`src/rtl/ascon_perm_ctrl.sv`:
```
// Control sequencer for the bit-serial ASCON permutation: steps LOAD, SUB slices and LIN
// per round, drives the state mux and register enable, and issues the per-round constant.
module ascon_perm_ctrl #(
  parameter int WIDTH    = 320,
  parameter int SLICES   = 64,
  parameter int ROUNDS_A = 12,
  parameter int ROUNDS_B = 6
) (
  input  logic       clk,
  input  logic       rst_n,
  input  logic       start,
  input  logic       mode_b,
  input  logic       abort,
  output logic       ready,
  output logic       busy,
  output logic       done,
  output logic [1:0] mux_sel,
  output logic       state_en,
  output logic [5:0] slice_idx,
  output logic [7:0] round_const,
  output logic [2:0] state_dbg
);

  localparam logic [2:0] IDLE = 3'd0;
  localparam logic [2:0] LOAD = 3'd1;
  localparam logic [2:0] SUB  = 3'd2;
  localparam logic [2:0] LIN  = 3'd3;
  localparam logic [2:0] DONE = 3'd4;

  localparam logic [5:0] SLICE_LAST    = 6'(SLICES - 1);
  localparam logic [3:0] ROUND_LAST    = 4'(ROUNDS_A - 1);
  localparam logic [3:0] ROUND_B_FIRST = 4'(ROUNDS_A - ROUNDS_B);

  // The state is five 64-bit lanes, so one slice cycle touches one bit of every lane.
  if (WIDTH != 5 * SLICES) begin : g_bad_width
    $error("ascon_perm_ctrl: WIDTH must equal 5*SLICES");
  end
  if (SLICES < 2 || SLICES > 64) begin : g_bad_slices
    $error("ascon_perm_ctrl: SLICES must be in 2..64");
  end
  if (ROUNDS_B > ROUNDS_A || ROUNDS_A > 16 || ROUNDS_B < 1) begin : g_bad_rounds
    $error("ascon_perm_ctrl: need 1 <= ROUNDS_B <= ROUNDS_A <= 16");
  end

  logic [2:0] state_q;
  logic [5:0] slice_q;
  logic [3:0] round_q;

  // Handshake: a request is accepted at a rising edge where start=1 and ready=1 (IDLE) and
  // abort=0; start at any other time is dropped, never queued.
  always_ff @(posedge clk or negedge rst_n) begin
    if (!rst_n) begin
      state_q <= IDLE;
      slice_q <= 6'd0;
      round_q <= 4'd0;
    end else if (abort && state_q != IDLE) begin
      state_q <= IDLE;
      slice_q <= 6'd0;
      round_q <= 4'd0;
    end else begin
      case (state_q)
        IDLE: begin
          if (start && !abort) begin
            state_q <= LOAD;
            // p^b runs the last ROUNDS_B rounds of p^a, so it simply starts further in.
            round_q <= mode_b ? ROUND_B_FIRST : 4'd0;
          end
        end
        LOAD: begin
          state_q <= SUB;
          slice_q <= 6'd0;
        end
        SUB: begin
          if (slice_q == SLICE_LAST) begin
            state_q <= LIN;
            slice_q <= 6'd0;
          end else begin
            slice_q <= slice_q + 6'd1;
          end
        end
        LIN: begin
          if (round_q == ROUND_LAST) begin
            state_q <= DONE;
            round_q <= 4'd0;
          end else begin
            state_q <= SUB;
            round_q <= round_q + 4'd1;
          end
        end
        DONE: begin
          state_q <= IDLE;
        end
        default: begin
          state_q <= IDLE;
          slice_q <= 6'd0;
          round_q <= 4'd0;
        end
      endcase
    end
  end

  always_comb begin
    ready       = (state_q == IDLE);
    busy        = (state_q != IDLE);
    done        = (state_q == DONE);
    mux_sel     = 2'd0;
    state_en    = 1'b0;
    slice_idx   = 6'd0;
    round_const = 8'd0;
    case (state_q)
      LOAD: begin
        mux_sel  = 2'd1;
        state_en = 1'b1;
      end
      SUB: begin
        mux_sel     = 2'd2;
        state_en    = 1'b1;
        slice_idx   = slice_q;
        round_const = {4'hF - round_q, round_q};
      end
      LIN: begin
        mux_sel     = 2'd3;
        state_en    = 1'b1;
        round_const = {4'hF - round_q, round_q};
      end
      default: begin
        mux_sel  = 2'd0;
        state_en = 1'b0;
      end
    endcase
  end

  assign state_dbg = state_q;

endmodule

```
`config.mk`:
```
export PLATFORM = sky130hd
export DESIGN_NAME = ascon_perm_ctrl
export DESIGN_NICKNAME = d
export VERILOG_FILES = /design/src/rtl/ascon_perm_ctrl.sv
export SDC_FILE = /design/constraint.sdc
export NUM_CORES = 1
export LEC_CHECK = 0
export BUFFER_PORTS_ARGS = -buffer_cell sky130_fd_sc_hd__buf_4
export CORE_UTILIZATION = 40
export DETAILED_ROUTE_END_ITERATION = 12
export PLACE_DENSITY = 0.65
export SETUP_SLACK_MARGIN = 0.15
export SYNTH_ARGS = -nofsm -noshare
export SYNTH_HDL_FRONTEND = slang
export SYNTH_SLANG_ARGS = --single-unit
export TNS_END_PERCENT = 10
```
`constraint.sdc`:
```
create_clock -name clk -period 1.7 [get_ports clk]
set_input_delay 0.34 -clock clk [delete_from_list [all_inputs] [get_ports clk]]
set_output_delay 0.34 -clock clk [all_outputs]
set_load 0.02 [all_outputs]
```
### Yosys cells after proc, flatten, opt, wreduce, memory -nomap -nowiden

Cells that the tools add are included.

* $add $sub $neg: 3
* eq/ne operators: 10
* multiplexer cells: 17
* reduce and logical (&&, ||, !) cells: 11

Operators with widths (number)
* $mux 6: 3
* $mux 3: 5
* $mux 4: 3
* $pmux 3 s4: 1
* $pmux 4 s3: 1
* $pmux 6 s2: 1
* $reduce_or 3->1: 3
* $mux 8: 1
* $add 6x1->6 const B: 1
* $eq 3x2->1 const B: 2
* $eq 6x6->1 const B: 1
* $pmux 2 s3: 1
* $add 4x1->4 const B: 1
* $eq 4x4->1 const B: 1
* $ne 2x1->1 const B: 2
* $reduce_and 2->1: 2
* $sub 4x4->4 const A: 1
* $eq 3x1->1 const B: 1
* $eq 3x3->1 const B: 1
* $logic_not 3->1: 1
* $ne 3x1->1 const B: 1
* $ne 3x3->1 const B: 1
* $reduce_bool 3->1: 1
* $logic_and 1x1->1: 2
* 3 further kinds: 3

* bits in registers: 13
* input port bits: 5
* output and inout port bits: 23
* word-level logic and storage cells: 44

### Logic depth before layout (Yosys ltp)

* word-level depth: 5
* gate-level depth with buffers: 5
* gate-level depth less buffers: 5

### Least setup slack after synthesis

OpenSTA, ideal clock, no wires.

* kind: register to output
* from: register state_q[1] (netlist: state_dbg[1])
* to: output busy
* arrival time: 1.703 ns
* data required time: 1.360 ns
* setup slack: -0.343 ns
* stages on the path, launching flop included: 4
* path buffers: 1
* cells stage by stage: dfrtp_1 > buf_2 > nor3_1 > inv_1

* word-level cells in the longest chain between the ends: 1

RTL lines
* start: declaration: RTL line 45 `logic [2:0] state_q;`
* start signal: assignment: RTL line 53 `state_q <= IDLE;`
* start signal: assignment: RTL line 57 `state_q <= IDLE;`
* start signal: assignment: RTL line 64 `state_q <= LOAD;`
* $reduce_bool 3->1: RTL line 104 `busy = (state_q != IDLE);`
* end: declaration: RTL line 15 `output logic busy,`

Every way passes these cells.

### Final worst setup path

* from: register state_q[2] (netlist: state_dbg[2])
* to: output round_const[2]

* word-level cells in the longest chain between the ends: 3
* elaborated cells on any way between the ends: 4
* classes of those cells: eq/ne (2); mux (1); reduce/logical (1)

RTL lines
* $eq 3x2->1: RTL line 110 `case (state_q)`
* $reduce_or 2->1 (no line) (*)
* $mux 8 (*)
* end: declaration: RTL line 20 `output logic [7:0] round_const,`

Mark *: on every way between the ends. The rest lies on a longest branch, timed or not.

==> reports/metrics.cfg <==
[run_status]
outcome=completed

[critical_path]
critical_path.max_fanout=5
worstSetupPathDepth=5
critical_path.slowest_cell=dfrtp_2
crit_family=flip-flops
crit_required_ns=1.36
worstRegToRegCells=6
max_stage_delay_ns=0.45
path_cells=nand2b_4 > buf_6 > inv_6 > and2_4 > buf_6
start_kind=flop
crit_type=flop to output pin
path_common_cell=buf_6
crit_buf_inv=3
arrival_ns=1.35
setup.worst_path.end_class=output pin

[worst_hold_path]
hold_depth=3
min_path_type=input pin to flop

[route]
ant_nets=0
drc=0
wl_per_cell_um=14.36
wl_um=2456
num_vias=914
first_pass_iters=4
drt_iter0_markers=15
viasPerCell=5.345

[cells_and_area]
drive_above_1_share_pct=47.22
final_cells=171
area_growth_pct=56.12
fin_nets=152
antenna_cells=0

[logic_synthesis]
ys_ff_latch=13
syn_inst=99
syn_avg_cell_area_um2=8.986
ys_seq_area_share_pct=36.57
synth_area_um2=889.6
syn_nets=106
synth_cell_types=35
yosys_warnings=0

[power]
ir_drop_mv=0.5297
swShare_pct=35.16
p_per_area_nw_per_um2=667.7
pwr-share-comb_pct=36.6
pwr-share-clk_pct=22.2
intPower_uw=601.2
p_switching_uw=326.0
p_leak_nw=0.6507
p_seq_share_pct=41.2

[clocking]
htreeDepth=1
clock-sinks=13
cts_max_path_buffers=2
cts_tree=built
insertion_delay_ns=0.29
clkTransAtPathRegs_ns=0.09
cts-root-buf=clkbuf_4
cts_buffers=3

[global_route]
overflow=0
grt_max_degree=14
grt_pass1_vias=889
antenna_found_initial=0
grt_pass1_wl_um=4008
grt_usage_pct=22.12

[die]
fp.dieArea_um2=2417
die_w_um=49.16
floorplan.rows=16
start_util_pct=44.00
boundaryPins=28
die_height_um=49.16
core_area_um2=2022

[timing]
fin_tns_setup_ns=0
slew_viol_final=0
worst_clock_skew_ns=0.003085
setup_viol=0
period_share_pct=99.17
min_period_ns=1.686
finalHoldViolCount=0
slew-limit-headroom_pct=81.35
rsz0062_at_grt=true
tightestPinTransition_ns=0.2759
max_freq_mhz=593.1

[job]
cap_violations=0

[placement]
place_hpwl_um=1652
portBuffers=27
post-place-cells=161
routabilityCongestion=0.7696

-- logic make-up (layout without fill, tap and decap cells) --
logic type	Yosys count	after routing	share of synthesized area, %
DFF	13	13	36.57
xor gates and xnor gates	2	2	1.969
muxes	3	3	3.657
adders and majority gates	2	2	2.812
and+or+nand+nor	52	52	35.16
buffers and inverters	6	51	3.657
AOI/OAI and AO/OA	21	21	16.17
-- area by class of cell --
cell class | count | area [µm²]
clock buffer | 4 | 26.28
fill | 159 | 633.1
inverter | 3 | 16.27
multi-input combinational | 80 | 623.1
sequential | 13 | 326.6
tap | 27 | 33.78
timing repair buffer | 44 | 362.8
-- what timing repair did --
item	in CTS	in global routing
gates cloned	0	0
endpoints found under the hold margin	13	0
resized for setup	18	12
setup endpoints to repair	22	30
setup buffers	5	0
pin swaps	1	4
hold buffers	1	0
-- Yosys cell counts (all sizes together) --
library cell | n | area share (%)
nor3b | 1 | 0.84
nand4 | 2 | 1.4
nand4bb | 1 | 1.3
or2b | 1 | 0.84
a2bb2oi | 1 | 0.98
a21oi | 3 | 1.7
nor4bb | 1 | 1.1
dfrtp | 13 | 37
mux2i | 1 | 1.1
a21o | 1 | 0.84
and2 | 14 | 9.8
mux2 | 2 | 2.5
ha | 2 | 2.8
or3 | 2 | 1.4
nor2 | 7 | 3.0
o21ai | 3 | 1.7
a22o | 2 | 2.0
a211oi | 2 | 1.7
or2 | 2 | 1.4
and3b | 1 | 0.98
o32ai | 1 | 0.98
nor2b | 2 | 1.4
nand2 | 8 | 3.4
nor3 | 5 | 2.8
buf | 3 | 2.4
nand3 | 2 | 1.1
xnor2 | 2 | 2.0
nor4b | 2 | 3.7
o211ai | 1 | 0.84
inv | 3 | 1.3
nand2b | 1 | 0.70
a31oi | 5 | 3.5
o2bb2ai | 2 | 2.0
-- state kept, by name, indices dropped and copies added, names as in the netlist --
register	count
slice_q	6
round_q	4
state_dbg	3
-- placed cells by master (no fill, tap or decap), drive strengths merged, types with 2 or more instances in the layout --
cell,instances
dfrtp,13
nand2,8
nor2,7
xnor2,2
nor3,5
a21oi,3
nand4,2
and2,14
or3,2
nand3,2
inv,3
clkbuf,4
buf,43
o2bb2ai,2
nor2b,2
a31oi,5
a211oi,2
or2,2
ha,2
a22o,2
mux2,2
o21ai,3
nor4b,2
-- power groups by stage --
stage | clock network (mW) | logic (mW) | registers [mW]
4_1_cts | 0.212 | 0.320 | 0.382
5_1_grt | 0.222 | 0.370 | 0.390
3_5_place_dp | 0 | 0.285 | 0.385
3_3_place_gp | 0 | 0.281 | 0.384
2_1_floorplan | 0 | 0.155 | 0.389
6_report | 0.206 | 0.339 | 0.382
-- metrics by stage --
stage / total power [mW] / hold WS (ns) / worst slack, ns / util, % / cell area (µm²)
4_1_cts: 0.9137 / 0.3868 / 0.01918 / 66.03 / 1335
3_5_place_dp: 0.6706 / 0.1987 / 0.06290 / 59.03 / 1194
5_1_grt: 0.9820 / 0.3672 / -0.04480 / 68.69 / 1389
2_1_floorplan: 0.5442 / 0.04441 / -0.004286 / - / 895.9
3_3_place_gp: 0.6650 / 0.1944 / 0.06876 / 59.03 / 1194
6_report: 0.9273 / 0.3482 / 0.01407 / 68.69 / 1389
-- worst paths after layout --
check                             start              to  slack, ns
min in group asynchronous         rst_n      round_q[1]       0.42
setup / recovery           state_dbg[2]  round_const[2]       0.01
max in group asynchronous         rst_n    state_dbg[2]       1.09
setup reg to reg           state_dbg[1]      slice_q[3]       0.09
hold reg to reg              slice_q[4]      slice_q[4]       0.54
hold / removal                   mode_b      round_q[2]       0.35
-- worst reg2reg max path: stages, from the launching register on --
cell and delay (ns):
dfrtp_1 0.39, buf_6 0.14, buf_4 0.15, nor4bb_2 0.17, or3_4 0.40, a31oi_1 0.16, mux2i_1 0.09
-- metal layers --
metal / track usage, % / part of all wire (%) / vias up
li1: - / - / 451
met1: 24.71 / 42 / 431
met2: 39.27 / 53 / 28
met3: 5.919 / 4.2 / 4
met4: 8.824 / 1.3 / 0
met5: 0 / 0 / -
Note: power is estimated with default switching activity, not from simulation.
